**src/rtl/mul_pkg.sv**
```systemverilog
// Shared definitions for the sequential shift-add multiplier:
// FSM state encodings and the number of iterations per operation.
package mul_pkg;

   typedef enum logic [1:0] {
      MUL_IDLE = 2'd0,
      MUL_RUN  = 2'd1,
      MUL_DONE = 2'd2
   } mul_state_t;

   localparam int MUL_STEPS = 8;

endpackage : mul_pkg

```
**src/rtl/mul8_step.sv**
```systemverilog
// One combinational shift-add iteration. The addend carries the
// multiplicand in its upper half with a zero lower half, so adding it to
// the whole accumulator equals adding it to acc[2W:W] alone. The carry of
// that upper sum lands in the top accumulator bit before the right shift.
module mul8_step #(
   parameter int WIDTH = 8
) (
   input  logic [2*WIDTH:0]   acc,
   input  logic [2*WIDTH-1:0] addend,
   output logic [2*WIDTH:0]   next_acc
);

   logic [2*WIDTH:0] sum;

   // Conditionally add the aligned multiplicand, then shift right by one.
   always_comb begin
      sum      = acc + {1'b0, addend};
      next_acc = acc[0] ? (sum >> 1) : (acc >> 1);
   end

endmodule : mul8_step

```
**src/rtl/mul8_shift_add.sv**
```systemverilog
// Sequential unsigned multiplier: one multiplier bit per clock, start/busy
// request side and valid/ready result side. The FSM, iteration counter and
// all datapath registers live here; the arithmetic step is in mul8_step.
module mul8_shift_add
   import mul_pkg::*;
#(
   parameter int WIDTH = 8
) (
   input  logic               clk,
   input  logic               rst,
   input  logic               start,
   input  logic [WIDTH-1:0]   a,
   input  logic [WIDTH-1:0]   b,
   output logic               busy,
   output logic               out_valid,
   input  logic               out_ready,
   output logic [2*WIDTH-1:0] product
);

   localparam int CNT_W = $clog2(WIDTH) + 1;
   localparam logic [CNT_W-1:0] LAST_CNT = CNT_W'(WIDTH - 1);

   mul_state_t         state;
   mul_state_t         next_state;
   logic               load;
   logic               step;
   logic [2*WIDTH:0]   acc;
   logic [2*WIDTH-1:0] addend;
   logic [2*WIDTH:0]   next_acc;
   logic [CNT_W-1:0]   cnt;

   mul8_step #(.WIDTH(WIDTH)) u_step (
      .acc      (acc),
      .addend   (addend),
      .next_acc (next_acc)
   );

   // State register; reset aborts any operation in flight.
   always_ff @(posedge clk or posedge rst) begin
      if (rst) state <= MUL_IDLE;
      else     state <= next_state;
   end

   // Next-state logic plus the load/step strobes for the datapath.
   always_comb begin
      next_state = state;
      load       = 1'b0;
      step       = 1'b0;
      case (state)
         MUL_IDLE: begin
            if (start) begin
               next_state = MUL_RUN;
               load       = 1'b1;
            end
         end
         MUL_RUN: begin
            step = 1'b1;
            if (cnt == LAST_CNT) next_state = MUL_DONE;
         end
         MUL_DONE: begin
            if (out_ready) begin
               if (start) begin
                  next_state = MUL_RUN;
                  load       = 1'b1;
               end else begin
                  next_state = MUL_IDLE;
               end
            end
         end
         default: next_state = MUL_IDLE;
      endcase
   end

   // Operand capture, iteration and result latch; product updates only on
   // the edge that enters DONE so it stays stable while out_valid is high.
   always_ff @(posedge clk or posedge rst) begin
      if (rst) begin
         acc     <= '0;
         addend  <= '0;
         cnt     <= '0;
         product <= '0;
      end else if (load) begin
         addend <= {a, {WIDTH{1'b0}}};
         acc    <= {{(WIDTH+1){1'b0}}, b};
         cnt    <= '0;
      end else if (step) begin
         acc <= next_acc;
         cnt <= cnt + CNT_W'(1);
         if (cnt == LAST_CNT) product <= next_acc[2*WIDTH-1:0];
      end
   end

   // Status outputs decode directly from the state register.
   always_comb begin
      busy      = (state == MUL_RUN);
      out_valid = (state == MUL_DONE);
   end

endmodule : mul8_shift_add

```
**config.mk**
```make
export PLATFORM = sky130hd
export DESIGN_NAME = mul8_shift_add
export DESIGN_NICKNAME = d
export VERILOG_FILES = /design/src/rtl/mul_pkg.sv /design/src/rtl/mul8_step.sv /design/src/rtl/mul8_shift_add.sv
export SDC_FILE = /design/constraint.sdc
export NUM_CORES = 1
export LEC_CHECK = 0
export CAP_MARGIN = 20
export CELL_PAD_IN_SITES_DETAIL_PLACEMENT = 0
export CELL_PAD_IN_SITES_GLOBAL_PLACEMENT = 1
export CORE_MARGIN = 1.5
export CORE_UTILIZATION = 36
export DETAILED_ROUTE_END_ITERATION = 8
export PLACE_DENSITY = 0.85
export SYNTH_ARGS = -nofsm -noshare
export SYNTH_HDL_FRONTEND = slang
export SYNTH_SLANG_ARGS = --single-unit
```
**constraint.sdc**
```tcl
create_clock -name clk -period 1.65 [get_ports clk]
set_clock_uncertainty 0.05 [all_clocks]
set_input_delay 0.4125 -clock clk [delete_from_list [all_inputs] [get_ports clk]]
set_output_delay 0.4125 -clock clk [all_outputs]
set_load 0.02 [all_outputs]
```
==> results.yml <==
outcome:
  status: "complete, but fails checks"
  failed_checks: "negative setup slack"
synthesis:
  yosysTopAreaCell: "dfrtp_1"
  synthCells: 241
  async_reset_ff_frac: 1.00
  syn_nets: 271
  synth_top_family_by_area: "simple AND/OR/NAND/NOR gates"
  synthAdderAreaFrac: 0.0600
  synthesis.area_um2: 2210
  synth_simple_gate_area_frac: 0.213
  synth_xor_area_frac: 0.0159
  synth_top_cells_by_count: "72 x nand2_1, 46 x dfrtp_1, 17 x o21ai_0"
  yosysWarnings: 0
  synth.distinct_cells: 34
  post-synth-top-area-fraction: 0.521
  synthFlopType: "dfrtp_1"
  avgSynthCellArea_um2: 9.17
  ys_top_cells_by_area: "dfrtp_1 52%, nand2_1 12%, ha_1 5.1%"
  synth_compound_area_frac: 0.144
  yosysMostFrequentCell: "nand2_1"
  ys_ff_latch: 46
  ys_seq_area_frac: 0.521
  synth_edf_count: 0
  muxShareOfSynthArea: 0.0136
placed_design:
  dpl.cell_count: 364
  numPortBuffers: 37
  hpwl_um: 3570
  gp_congestion: 0.753
clock_network:
  htreeDepth: 2
  clk_path_buf_depth: 2
  cts_made_buffers: 5
  cts_hold_buf: 0
  cts_tree: "yes"
  cts.sinks: 46
  clock_latency_ps: 310
  root_buffer: "clkbuf_8"
  clk_pin_slew_worst_paths_ps: 90
drt:
  route.vias.total: 1913
  drt-total-wl_um: 5190
  postRouteAntennaNets: 0
  first_iter_violations: 107
  viasPerCell: 5.06
  avgRoutedWirePerCell_um: 13.7
  drc: 0
  dr.pass1.iters: 4
sta:
  hold_violations: 0
  setup_viol: 12
  fmax_mhz: 547
  final_max_slew_viol_count: 0
  fin_ws_ps: -179
  slew_headroom: 0.831
  setup_tns_ps: -1060
  tightest_slew_ps: 246
  min_period_ps: 1830
  rsz0062_at_grt: "yes"
  period_share: 1.11
floorplan:
  die_y_um: 81.3
  rows: 28
  start_util: 0.373
  die_area_um2: 6620
  fp.coreArea_um2: 5920
  die_w_um: 81.3
  num_io_pins: 38
grt:
  grt_pass1_vias: 2005
  grt_max_degree: 47
  antenna_found_initial: 0
  grt_first_pass_wirelength_um: 9050
  globalRouteOverflowTotal: 0
  gr-usage-all-layers: 0.181
finish:
  areaGrowthSynthToFinish_pct: 39.7
  instances_no_fill: 378
  drive_gt1_frac: 0.205
  nNetsFinal: 332
  diodes: 0
  regArea_um2: 1150
  final.fill_count: 566
  multi_input_area_um2: 1110
critical_path:
  max_stage_delay_ps: 380
  critPathKind: "flop to flop"
  cp_max_fo: 2
  path_cells: "ha_2 -> inv_2 -> fa_2 -> nand2b_4 -> a21boi_2 -> nor3_1 -> nand3b_1 -> a31oi_1"
  cp-startpoint: "acc[8]"
  critPathSlowestCell: "dfrtp_1"
  cp-end-kind: "flop"
  cp.arrival_ps: 2010
  worstPathRequired_ps: 1830
  rr_startpoint: "acc[8]"
  crit_path_start_kind: "flop"
power:
  seqPwrFrac: 0.313
  leakage_nw: 1.47
  p_clk_frac: 0.131
  power.switching_mw: 2.73
  power_density_nw_per_um2: 2140
  p_int_mw: 3.88
  netSwitchingFraction: 0.413
  peakVddDrop_mv: 0.913
  power_frac_comb: 0.556
worst_hold_path:
  hold_path_class: "primary input to asynchronous set/reset pin"
flow_run:
  maxCapViolCount: 0
## per-stage QoR
step	utilization	hold WS (ps)	setup WS, ps	area [um2]	total power, mW
finish	0.521	383	-179	3090	6.60
global route	0.521	438	-263	3090	7.19
CTS	0.512	410	-160	3030	6.43
detailed placement	0.487	413	-182	2880	5.47
global placement	0.487	410	-138	2880	5.38
floorplan	-	400	-11.9	2280	4.22
## path summary, 6_finish.rpt
path	to	slack [ps]	cells past startpoint
min in group clk	product[0]	430	2
max in group asynchronous	product[14]	920	3
worst max register to register	acc[11]	-180	8
worst max-delay path	acc[11]	-180	8
worst min register to register	product[0]	430	2
worst min-delay path	addend[15]	380	3
## area by class of cell
cell class                      count  area share
Sequential cell                    46       0.373
Multi-Input combinational cell    178       0.361
Timing Repair Buffer               64       0.191
Tap cell                           75      0.0304
Clock buffer                        5      0.0223
Clock inverter                      3      0.0142
Inverter                            7     0.00851
## layout by cell type, fill, tap and decap left out, drive strengths merged
cell type / instances
and3b: 1
bufinv: 1
ha: 9
nand3b: 2
o21ai: 17
a21boi: 1
clkinv: 1
clkdlybuf4s50: 19
nand4: 2
nor3: 2
a21o: 3
a31oi: 7
xnor2: 1
fa: 1
clkbuf: 5
a211oi: 1
o211ai: 2
inv: 8
a21oi: 11
a221o: 1
o21a: 1
xor2: 3
nand3: 7
buf: 29
nor2b: 3
nand2b: 6
dlygate4sd2: 16
nor2: 11
a22oi: 7
mux2i: 3
dfrtp: 46
and3: 1
a31o: 1
or3: 2
nand2: 72
## power by group through the flow
stage	Sequential, mW	Clock [mW]	Combinational (mW)
after floorplan	2.24	0	1.98
after global placement	2.09	0	3.29
after detailed placement	2.10	0	3.37
after CTS	2.07	0.890	3.46
after global routing	2.14	0.931	4.12
final	2.06	0.868	3.67
## routing by layer
layer,GRT usage,share of wire
met2,0.292,0.47
met5,0,0
met4,0.0845,0.020
met3,0.0281,0.035
met1,0.237,0.48
## flip-flops by register name, summed over array words and instances, names as in the netlist
| name | flops |
|---|---|
| cnt | 4 |
| product | 16 |
| addend | 8 |
| state | 2 |
| acc | 16 |
## cell families (layout without fill, tap and decap cells)
group,Yosys count,count (layout)
XOR/XNOR,4,4
adder cells (fa/ha/maj),10,10
AND/OR/NAND/NOR,109,109
buffers and inverters,17,79
multiplexers,3,3
flip-flops,46,46
AO/OA/AOI/OAI,52,52
## worst max-delay path, delay by kind of cell, from the launching register on
kind | cells | cell delay [ps]
AOI/OAI and AO/OA | 2 | 340
adders and majority gates | 2 | 540
buffers and inverters | 1 | 40
DFF | 1 | 380
and+or+nand+nor | 3 | 430
## timing repair
| action | in CTS | in global routing |
|---|---|---|
| gates resized for setup | 35 | 13 |
| pin swaps | 9 | 4 |
| setup endpoints to repair | 32 | 21 |
| setup buffers | 3 | 3 |
| gates cloned | 0 | 0 |
No activity file was read; power rests on OpenSTA's default activity.
